--- src/rtl/pong_pkg.sv ---
// Shared types and constants for the pong match sequencer.
package pong_pkg;

    localparam int unsigned SCORE_W = 4;
    localparam int unsigned SPEED_W = 4;

    localparam logic [SPEED_W-1:0] BASE_SPEED = 4'd4;
    localparam logic [SPEED_W-1:0] MAX_SPEED  = 4'd8;

    typedef enum logic [2:0] {
        IDLE  = 3'd0,
        SERVE = 3'd1,
        PLAY  = 3'd2,
        POINT = 3'd3,
        OVER  = 3'd4
    } match_state_t;

    // Increment that sticks at lim.
    function automatic logic [SCORE_W-1:0] score_inc(input logic [SCORE_W-1:0] s,
                                                     input logic [SCORE_W-1:0] lim);
        return (s >= lim) ? lim : s + SCORE_W'(1);
    endfunction

endpackage

--- src/rtl/pong_match_ctrl_if.sv ---
// Game-side signals of the match sequencer; master = game environment, slave = controller.
interface pong_match_ctrl_if;
    import pong_pkg::*;

    logic               start_n;
    logic               miss_left;
    logic               miss_right;
    logic               paddle_hit;
    logic               ball_load;
    logic               ball_run;
    logic               serve_right;
    logic [SPEED_W-1:0] ball_speed;
    logic [SCORE_W-1:0] score_one;
    logic [SCORE_W-1:0] score_two;
    logic               game_over;
    logic [2:0]         state_o;

    modport master (
        output start_n, miss_left, miss_right, paddle_hit,
        input  ball_load, ball_run, serve_right, ball_speed,
        input  score_one, score_two, game_over, state_o
    );

    modport slave (
        input  start_n, miss_left, miss_right, paddle_hit,
        output ball_load, ball_run, serve_right, ball_speed,
        output score_one, score_two, game_over, state_o
    );

endinterface

--- src/rtl/pong_tick_timer.sv ---
// Loadable down-counter that parks at zero; tc_o is high while the count is zero.
module pong_tick_timer #(
    parameter int unsigned Width = 8
) (
    input  logic             clk_i,
    input  logic             rst_ni,
    input  logic             load_i,
    input  logic [Width-1:0] load_val_i,
    output logic             tc_o
);

    logic [Width-1:0] cnt_q, cnt_d;

    always_comb begin
        cnt_d = cnt_q;
        if (load_i) begin
            cnt_d = load_val_i;
        end else if (cnt_q != '0) begin
            cnt_d = cnt_q - Width'(1);
        end
    end

    always_ff @(posedge clk_i) begin
        if (!rst_ni) begin
            cnt_q <= '0;
        end else begin
            cnt_q <= cnt_d;
        end
    end

    assign tc_o = (cnt_q == '0);

endmodule

--- src/rtl/pong_match_ctrl.sv ---
// Pong match sequencer: serve/play/point/over FSM, scoring and start edge detection.
// Optional ball speed-up on paddle hits is enabled with the SPEEDUP_EN macro.
module pong_match_ctrl
    import pong_pkg::*;
#(
    parameter int unsigned WIN_SCORE   = 9,
    parameter int unsigned SERVE_TICKS = 40,
    parameter int unsigned POINT_TICKS = 20,
    parameter int unsigned HITS_PER_UP = 4
) (
    input logic              t_clk,
    input logic              reset_n,
    pong_match_ctrl_if.slave bus
);

    localparam int unsigned TickMax = (SERVE_TICKS > POINT_TICKS) ? SERVE_TICKS : POINT_TICKS;
    localparam int unsigned TimerW  = $clog2(TickMax) + 1;
    localparam logic [SCORE_W-1:0] WinScore = SCORE_W'(WIN_SCORE);

    match_state_t       state_q, state_d;
    logic [SCORE_W-1:0] score_one_q, score_one_d;
    logic [SCORE_W-1:0] score_two_q, score_two_d;
    logic               serve_right_q, serve_right_d;
    logic               ball_load_q, ball_load_d;
    logic               ball_run_q, game_over_q;
    logic               start_prev_q;
    logic               start_fall;
    logic               tmr_load, tmr_tc;
    logic [TimerW-1:0]  tmr_val;

    // Button must go high-to-low while idle; a press held across OVER->IDLE is ignored.
    assign start_fall = start_prev_q & ~bus.start_n;

    always_comb begin
        state_d       = state_q;
        score_one_d   = score_one_q;
        score_two_d   = score_two_q;
        serve_right_d = serve_right_q;
        ball_load_d   = 1'b0;
        case (state_q)
            IDLE: begin
                if (start_fall) begin
                    state_d     = SERVE;
                    ball_load_d = 1'b1;
                end
            end
            SERVE: begin
                if (tmr_tc) state_d = PLAY;
            end
            PLAY: begin
                if (bus.miss_left || bus.miss_right) begin
                    state_d = POINT;
                    if (bus.miss_left && !bus.miss_right) begin
                        score_two_d   = score_inc(score_two_q, WinScore);
                        serve_right_d = 1'b0;
                    end else if (bus.miss_right && !bus.miss_left) begin
                        score_one_d   = score_inc(score_one_q, WinScore);
                        serve_right_d = 1'b1;
                    end
                end
            end
            POINT: begin
                if (tmr_tc) begin
                    if (score_one_q == WinScore || score_two_q == WinScore) begin
                        state_d = OVER;
                    end else begin
                        state_d     = SERVE;
                        ball_load_d = 1'b1;
                    end
                end
            end
            OVER: begin
                if (!bus.start_n) begin
                    state_d     = IDLE;
                    score_one_d = '0;
                    score_two_d = '0;
                end
            end
            default: state_d = IDLE;
        endcase
    end

    assign tmr_load = (state_d != state_q) && (state_d == SERVE || state_d == POINT);
    assign tmr_val  = (state_d == SERVE) ? TimerW'(SERVE_TICKS - 1) : TimerW'(POINT_TICKS - 1);

    pong_tick_timer #(
        .Width (TimerW)
    ) u_timer (
        .clk_i      (t_clk),
        .rst_ni     (reset_n),
        .load_i     (tmr_load),
        .load_val_i (tmr_val),
        .tc_o       (tmr_tc)
    );

    always_ff @(posedge t_clk) begin
        if (!reset_n) begin
            state_q       <= IDLE;
            score_one_q   <= '0;
            score_two_q   <= '0;
            serve_right_q <= 1'b1;
            ball_load_q   <= 1'b1;
            ball_run_q    <= 1'b0;
            game_over_q   <= 1'b0;
            start_prev_q  <= 1'b0;
        end else begin
            state_q       <= state_d;
            score_one_q   <= score_one_d;
            score_two_q   <= score_two_d;
            serve_right_q <= serve_right_d;
            ball_load_q   <= ball_load_d;
            ball_run_q    <= (state_d == PLAY);
            game_over_q   <= (state_d == OVER);
            start_prev_q  <= bus.start_n;
        end
    end

`ifdef SPEEDUP_EN
    localparam int unsigned HitW = $clog2(HITS_PER_UP) + 1;

    logic [HitW-1:0]    hit_cnt_q, hit_cnt_d;
    logic [SPEED_W-1:0] speed_q, speed_d;

    always_comb begin
        hit_cnt_d = hit_cnt_q;
        speed_d   = speed_q;
        if (ball_load_d) begin
            hit_cnt_d = '0;
            speed_d   = BASE_SPEED;
        end else if (state_q == PLAY && bus.paddle_hit) begin
            if (hit_cnt_q == HitW'(HITS_PER_UP - 1)) begin
                hit_cnt_d = '0;
                if (speed_q < MAX_SPEED) speed_d = speed_q + SPEED_W'(1);
            end else begin
                hit_cnt_d = hit_cnt_q + HitW'(1);
            end
        end
    end

    always_ff @(posedge t_clk) begin
        if (!reset_n) begin
            hit_cnt_q <= '0;
            speed_q   <= BASE_SPEED;
        end else begin
            hit_cnt_q <= hit_cnt_d;
            speed_q   <= speed_d;
        end
    end

    assign bus.ball_speed = speed_q;
`else
    logic unused_paddle_hit;
    assign unused_paddle_hit = bus.paddle_hit & (HITS_PER_UP != 0) & (MAX_SPEED != 0);
    assign bus.ball_speed    = BASE_SPEED;
`endif

    assign bus.score_one   = score_one_q;
    assign bus.score_two   = score_two_q;
    assign bus.serve_right = serve_right_q;
    assign bus.ball_load   = ball_load_q;
    assign bus.ball_run    = ball_run_q;
    assign bus.game_over   = game_over_q;
    assign bus.state_o     = state_q;

endmodule

--- src/flat_wrapper.sv ---
// flat-port wrapper written by rule: the top's interface ports become plain ports
module pong_match_ctrl_flat import pong_pkg::*;
#(
    parameter int unsigned WIN_SCORE   = 9,
    parameter int unsigned SERVE_TICKS = 40,
    parameter int unsigned POINT_TICKS = 20,
    parameter int unsigned HITS_PER_UP = 4
)
  (t_clk, reset_n, bus_start_n, bus_miss_left, bus_miss_right, bus_paddle_hit, bus_ball_load, bus_ball_run, bus_serve_right, bus_ball_speed, bus_score_one, bus_score_two, bus_game_over, bus_state_o);
  pong_match_ctrl_if bus_i ();
  input logic t_clk;
  input logic reset_n;
  input wire logic [$bits(bus_i.start_n)-1:0] bus_start_n;
  input wire logic [$bits(bus_i.miss_left)-1:0] bus_miss_left;
  input wire logic [$bits(bus_i.miss_right)-1:0] bus_miss_right;
  input wire logic [$bits(bus_i.paddle_hit)-1:0] bus_paddle_hit;
  output wire logic [$bits(bus_i.ball_load)-1:0] bus_ball_load;
  output wire logic [$bits(bus_i.ball_run)-1:0] bus_ball_run;
  output wire logic [$bits(bus_i.serve_right)-1:0] bus_serve_right;
  output wire logic [$bits(bus_i.ball_speed)-1:0] bus_ball_speed;
  output wire logic [$bits(bus_i.score_one)-1:0] bus_score_one;
  output wire logic [$bits(bus_i.score_two)-1:0] bus_score_two;
  output wire logic [$bits(bus_i.game_over)-1:0] bus_game_over;
  output wire logic [$bits(bus_i.state_o)-1:0] bus_state_o;
  assign bus_i.start_n = bus_start_n;
  assign bus_i.miss_left = bus_miss_left;
  assign bus_i.miss_right = bus_miss_right;
  assign bus_i.paddle_hit = bus_paddle_hit;
  assign bus_ball_load = bus_i.ball_load;
  assign bus_ball_run = bus_i.ball_run;
  assign bus_serve_right = bus_i.serve_right;
  assign bus_ball_speed = bus_i.ball_speed;
  assign bus_score_one = bus_i.score_one;
  assign bus_score_two = bus_i.score_two;
  assign bus_game_over = bus_i.game_over;
  assign bus_state_o = bus_i.state_o;
  pong_match_ctrl #(.WIN_SCORE(WIN_SCORE), .SERVE_TICKS(SERVE_TICKS), .POINT_TICKS(POINT_TICKS), .HITS_PER_UP(HITS_PER_UP)) u_core (.t_clk(t_clk), .reset_n(reset_n), .bus(bus_i));
endmodule
--- config.mk ---
export PLATFORM = sky130hd
export DESIGN_NAME = pong_match_ctrl_flat
export DESIGN_NICKNAME = d
export VERILOG_FILES = /design/src/rtl/pong_pkg.sv /design/src/rtl/pong_match_ctrl_if.sv /design/src/rtl/pong_tick_timer.sv /design/src/rtl/pong_match_ctrl.sv /design/src/flat_wrapper.sv
export SDC_FILE = /design/constraint.sdc
export NUM_CORES = 1
export LEC_CHECK = 0
export BUFFER_PORTS_ARGS = -buffer_cell sky130_fd_sc_hd__buf_2
export CORE_MARGIN = 2
export CORE_UTILIZATION = 35
export CTS_CLUSTER_DIAMETER = 150
export DETAILED_ROUTE_END_ITERATION = 10
export PLACE_DENSITY = 0.52
export SLEW_MARGIN = 10
export SYNTH_ARGS = -nofsm -noshare
export SYNTH_HDL_FRONTEND = slang
export SYNTH_SLANG_ARGS = --single-unit
--- constraint.sdc ---
create_clock -name t_clk -period 2.1 [get_ports t_clk]
set_clock_uncertainty 0.1 [all_clocks]
set_input_delay 0.42 -clock t_clk [delete_from_list [all_inputs] [get_ports t_clk]]
set_output_delay 0.42 -clock t_clk [all_outputs]
set_load 0.02 [all_outputs]
==> results of run 1 <==
==> power by group <==
part / internal (W) / switching [W] / leakage, nW / total [W]
clock: 0.000132 / 0.000145 / 0.0255 / 0.000277
combinational: 0.000194 / 0.000215 / 0.441 / 0.000410
sequential: 0.000490 / 0.0000516 / 0.188 / 0.000541
==> cell usage after synthesis, types with 2 or more instances <==
| cell | count |
|---|---|
| a21oi_1 | 10 |
| a41oi_1 | 2 |
| buf_2 | 2 |
| buf_4 | 4 |
| conb_1 | 2 |
| dfxtp_1 | 23 |
| ha_1 | 10 |
| inv_1 | 10 |
| mux2i_1 | 2 |
| nand2_1 | 11 |
| nand2b_1 | 7 |
| nand4b_1 | 4 |
| nor2_1 | 7 |
| nor2b_1 | 6 |
| nor3_1 | 2 |
| o21a_1 | 3 |
| o21ai_1 | 2 |
| o22ai_1 | 2 |
| o31ai_1 | 2 |
| xor2_1 | 4 |
==> state kept, by name (all words and copies together), names as in the netlist <==
name,cells
u_core.bus.score_one,4
u_core.bus.ball_load,1
u_core.bus.state_o,3
u_core.u_timer.cnt_q,7
u_core.bus.serve_right,1
u_core.bus.ball_run,1
u_core.bus.score_two,4
u_core.start_prev_q,1
u_core.bus.game_over,1
==> kinds of logic (layout without fill, tap and decap cells) <==
family,count (synthesis),count (layout)
buf+inv,18,38
fa+ha+maj,10,10
mux,3,3
simple gates,51,51
flops,23,23
xor+xnor,5,5
other cells,2,4
compound gates,32,32
==> metal layers <==
metal	vias up	GRT usage [%]	wire length, um
met5	-	0	0
met4	0	4.52	17
met3	2	2.26	88
met2	18	20.5	1130
met1	462	18.5	1300
li1	542	-	-
==> area by class of cell <==
cell class,instances,area share (%)
multi-input cells,105,50.6
repair buffers,23,8.42
well taps,48,4.04
clock inverters,1,0.337
inverters,11,2.78
flip-flops and latches,23,31.0
clock buffers,3,2.78
==> stage by stage <==
stage                     instance area, sq um  total power, W  instances  setup WS, ns  utilization (%)
after floorplan                           1300        0.000868        146         0.318                -
after global placement                    1440        0.000948        210         0.136             39.9
after detailed placement                  1440        0.000957        210        0.0880             39.9
after CTS                                 1490         0.00124        214         0.255             41.2
after global routing                      1490         0.00133        214        0.0810             41.2
final                                     1490         0.00123        214         0.276             41.2
==> worst paths after layout <==
path	endpoint	slack, ns	cells after the start
max reg2reg	u_core.bus.game_over$_SDFF_PN0_	0.28	7
min reg2reg	u_core.u_timer.cnt_q[6]$_SDFFE_PN0P_	0.35	2
max	u_core.bus.game_over$_SDFF_PN0_	0.28	7
min	u_core.u_timer.cnt_q[6]$_SDFFE_PN0P_	0.35	2
==> worst max-delay path: stages (launching register included) <==
cell and delay, ns:
dfxtp_1 0.32, inv_1 0.08, ha_1 0.19, nor3b_2 0.24, nand3_1 0.23, nor4bb_1 0.36
a21oi_1 0.11, nor2b_1 0.14
==> out/qor.txt, run 1 <==
status -> finished clean
initial antenna violation count -> 0
area grow syn2layout -> 15.1%
combinational family with the most area after synthesis -> simple AND/OR/NAND/NOR gates
Core ar. -> 3610 sq um
WL per Instance -> 11.8 um
Seq/Total Area, Yosys -> 35.7%
hold_ws -> 0.349 ns
synth top area cells -> dfxtp_1 (36%), ha_1 (9.7%), a21oi_1 (3.9%)
worst path arrival time -> 1.92 ns
unrepaired setup endpoints after global routing -> no
CTS tree -> done
proportion of synthesized area in mux cells -> 2.42%
Synth Area in XOR/XNOR -> 3.39%
area of the multi-input gates -> 752 sq um
layout cells sized above 1 -> 21.1%
H-tree Lvls -> 1
die area -> 4190 sq um
most frequent cells in the layout -> dfxtp_1 (23), buf_2 (19), nand2_1 (11)
setup bufs post-CTS -> 0
Antenna Nets Post-Route -> 0
Synth cell types -> 49
Hold Crit Class -> reg -> reg
clk buf depth -> 2
Fin. Hold Viols -> 0
GRT Total Usage -> 13.2%
Via-to-Cell Ratio -> 4.79
DR pass1 iterations -> 4
Worst Setup SP -> u_core.u_timer.cnt_q[0]$_SDFFE_PN0P_
largest net degree at the start of global routing -> 17
height of the die -> 64.7 um
async set-reset flop share out of synthesis -> 0%
EDFF count, synth -> 0
grt total ovfl -> 0
leakage -> 0.654 nW
half-perimeter wire length after placement -> 1880 um
first-pass GRT wire length -> 4450 um
share of the synthesized area in the top cell type -> 35.7%
Worst-path clk slew -> 0.09 ns
clk_lat worst skew -> 0.26 ns
Reg area -> 460 sq um
Synth Instances -> 144
CTS Sinks -> 23
RePlAce Congestion -> 0.801
DRC Markers -> 0
vias in the first global route -> 995
Synth Area in Simple Gates -> 24.2%
Die W -> 64.7 um
Avg Cell Area, Syn -> 8.96 sq um
part of the cycle the worst path needs -> 86.9%
post_cts resized -> 0
most common cell after layout, fill and taps aside -> dfxtp_1
number of buffers added on ports -> 19
Initial Utilization -> 35.8%
maximum vdd drop -> 0.485 mV
CTS Hold Buffers Added -> 0
setup TNS -> 0 ns
area share of fa/ha/maj cells after synthesis -> 9.70%
max-slew violations -> 0
Compound-Gate Fraction of Synth Area -> 17.5%
#FFs+latches synth -> 23
Final setup viols -> 0
crit-path max FO -> 5
I/O pin total -> 25
Post-synth top flop -> dfxtp_1
RR Startpoint -> u_core.u_timer.cnt_q[0]$_SDFFE_PN0P_
Max Cap Viol -> 0
post-layout net count -> 183
ANT cells -> 0
mapped cell area -> 1290 sq um
First DRT Iteration DRCs -> 45
Critical Path RT -> 2.20 ns
Root Driver -> clkbuf_8
power per cell area -> 827 nW/um^2
fillcell total -> 374
startpoint types -> register
Synthesis Warnings -> 0
max frequency -> 0.548 GHz
Num CTS Buffers -> 3
number of cell rows -> 22
Worst Setup End Kind -> register
area leader, netlist -> dfxtp_1
Min Clock Period, post-route -> 1.82 ns
final wirelength -> 2530 um
via count -> 1024
Worst Hold Launch -> u_core.u_timer.cnt_q[6]$_SDFFE_PN0P_
crit path kind -> reg -> reg
Note: power is estimated with default switching activity, not from simulation.
==> run 2: changes to the inputs <==
GPL_ROUTABILITY_DRIVEN = 0   (was unset)
GPL_TIMING_DRIVEN = 0   (was unset)
==> out/qor.txt, run 2 (synthesis gave the netlist of run 1 again) <==
first-pass GRT wire length -> 4700 um
maximum vdd drop -> 0.543 mV
Via-to-Cell Ratio -> 4.89
layout cells sized above 1 -> 21.9%
Biggest register -> u_core.u_timer.cnt_q
DRC Markers -> 0
leakage -> 0.666 nW
Root Driver -> clkbuf_8
CTS Sinks -> 23
die area -> 4190 sq um
wire length on met2 -> 1160 um
Num CTS Buffers -> 3
setup TNS -> 0 ns
Critical Path RT -> 2.17 ns
worst path arrival time -> 1.98 ns
Largest register FFs -> 7
worst r2r path cells -> 7
startpoint types -> register
half-perimeter wire length after placement -> 1930 um
most common cell after layout, fill and taps aside -> dfxtp_1
unrepaired setup endpoints after global routing -> no
initial antenna violation count -> 0
Worst setup endpoint -> u_core.u_timer.cnt_q[4]$_SDFFE_PN0P_
CTS Hold Buffers Added -> 0
most frequent cells in the layout -> dfxtp_1 (23), buf_2 (21), nand2_1 (11)
First DRT Iteration DRCs -> 49
via count -> 1062
dpl ws -> 0.0880 ns
uppermost routed layer -> met4
ANT cells -> 0
crit-path max FO -> 6
post-layout net count -> 186
Antenna Nets Post-Route -> 0
R2R Setup Slk -> 0.19 ns
I/O pin total -> 25
post_cts resized -> 0
setup bufs post-CTS -> 0
worst path bufs/invs -> 1
max-slew violations -> 0
power per cell area -> 820 nW/um^2
fillcell total -> 375
Initial Utilization -> 35.8%
status -> finished clean
H-tree Lvls -> 1
crit path kind -> reg -> reg
grt total ovfl -> 0
clk_lat worst skew -> 0.27 ns
Worst Setup SP -> u_core.u_timer.cnt_q[0]$_SDFFE_PN0P_
Max Cap Viol -> 0
final wirelength -> 2600 um
clk buf depth -> 2
area grow syn2layout -> 16.7%
WL met3 -> 89 um
RR Startpoint -> u_core.u_timer.cnt_q[0]$_SDFFE_PN0P_
Hold Crit Class -> reg -> reg
GRT Total Usage -> 14.2%
Final setup viols -> 0
CP Cell Sequence -> inv_1 > ha_1 > nor3b_4 > nand3_1 > o32ai_1 > nand2b_1 > and3b_1
slowest CP cell -> dfxtp_1
Core ar. -> 3610 sq um
crit-path max cell delay -> 0.32 ns
height of the die -> 64.7 um
max frequency -> 0.523 GHz
largest net degree at the start of global routing -> 14
Die W -> 64.7 um
Worst Tran Pin Value -> 0.506 ns
Final Core Density -> 41.7%
number of buffers added on ports -> 19
Worst Setup End Kind -> register
M1 wire length -> 1320 um
capturing point of the worst reg2reg path -> u_core.u_timer.cnt_q[4]$_SDFFE_PN0P_
hold_ws -> 0.342 ns
part of the cycle the worst path needs -> 91.1%
DR pass1 iterations -> 2
WL per Instance -> 12.0 um
relative slew slack -> 66.2%
Worst-path clk slew -> 0.08 ns
Min Clock Period, post-route -> 1.91 ns
vias in the first global route -> 1049
CTS tree -> done
Top delay family on crit path -> simple AND/OR/NAND/NOR gates
number of cell rows -> 22
critical path depth in cells -> 7
final worst slack -> 0.186 ns
Fin. Hold Viols -> 0
run 2: final cells by class:
cell class | instances | area, sq um | area share, %
timing repair buffer | 19 | 95.1 | 6.32
multi-input combinational | 105 | 758 | 50.4
clock buffer | 3 | 41.3 | 2.74
buffer | 7 | 43.8 | 2.91
sequential | 23 | 460 | 30.6
inverter | 11 | 41.3 | 2.74
clock inverter | 1 | 5.00 | 0.333
tap | 48 | 60.1 | 3.99
run 2: metal layers:
metal	track usage [%]	vias to the layer above
met2	23.1	18
met4	6.65	0
li1	-	547
met3	2.26	4
met5	0	-
met1	18.4	493
run 2: tightest hold or removal path, delay by kind of cell (launching register included):
| kind | cells | cell delay (ns) |
|---|---|---|
| AND/OR/NAND/NOR | 2 | 0.08 |
| flip-flops | 1 | 0.32 |
run 2: how the worst min path moves through the flow:
stage,from,end,cells after the start
2_1_floorplan,u_core.u_timer.cnt_q[6]$_SDFFE_PN0P_,u_core.u_timer.cnt_q[6]$_SDFFE_PN0P_,2
3_3_place_gp,u_core.u_timer.cnt_q[6]$_SDFFE_PN0P_,u_core.u_timer.cnt_q[6]$_SDFFE_PN0P_,2
3_5_place_dp,u_core.u_timer.cnt_q[6]$_SDFFE_PN0P_,u_core.u_timer.cnt_q[6]$_SDFFE_PN0P_,2
4_1_cts,u_core.u_timer.cnt_q[6]$_SDFFE_PN0P_,u_core.u_timer.cnt_q[6]$_SDFFE_PN0P_,2
5_1_grt,bus_start_n,u_core.start_prev_q$_SDFF_PN0_,2
6_report,u_core.u_timer.cnt_q[6]$_SDFFE_PN0P_,u_core.u_timer.cnt_q[6]$_SDFFE_PN0P_,2
run 2: power breakdown:
group          leakage, nW  total [W]  internal [W]  switching (W)
logic                0.453   0.000425      0.000196       0.000229
registers            0.188   0.000534      0.000490      0.0000445
clock network       0.0255   0.000275      0.000132       0.000143
total                0.666    0.00123      0.000818       0.000417
run 2: metrics by stage:
step / total power, W / instance area [sq um] / instances
floorplan: 0.000868 / 1300 / 146
global placement: 0.000939 / 1450 / 213
detailed placement: 0.000947 / 1450 / 213
CTS: 0.00123 / 1500 / 217
global route: 0.00134 / 1510 / 217
finish: 0.00123 / 1510 / 217
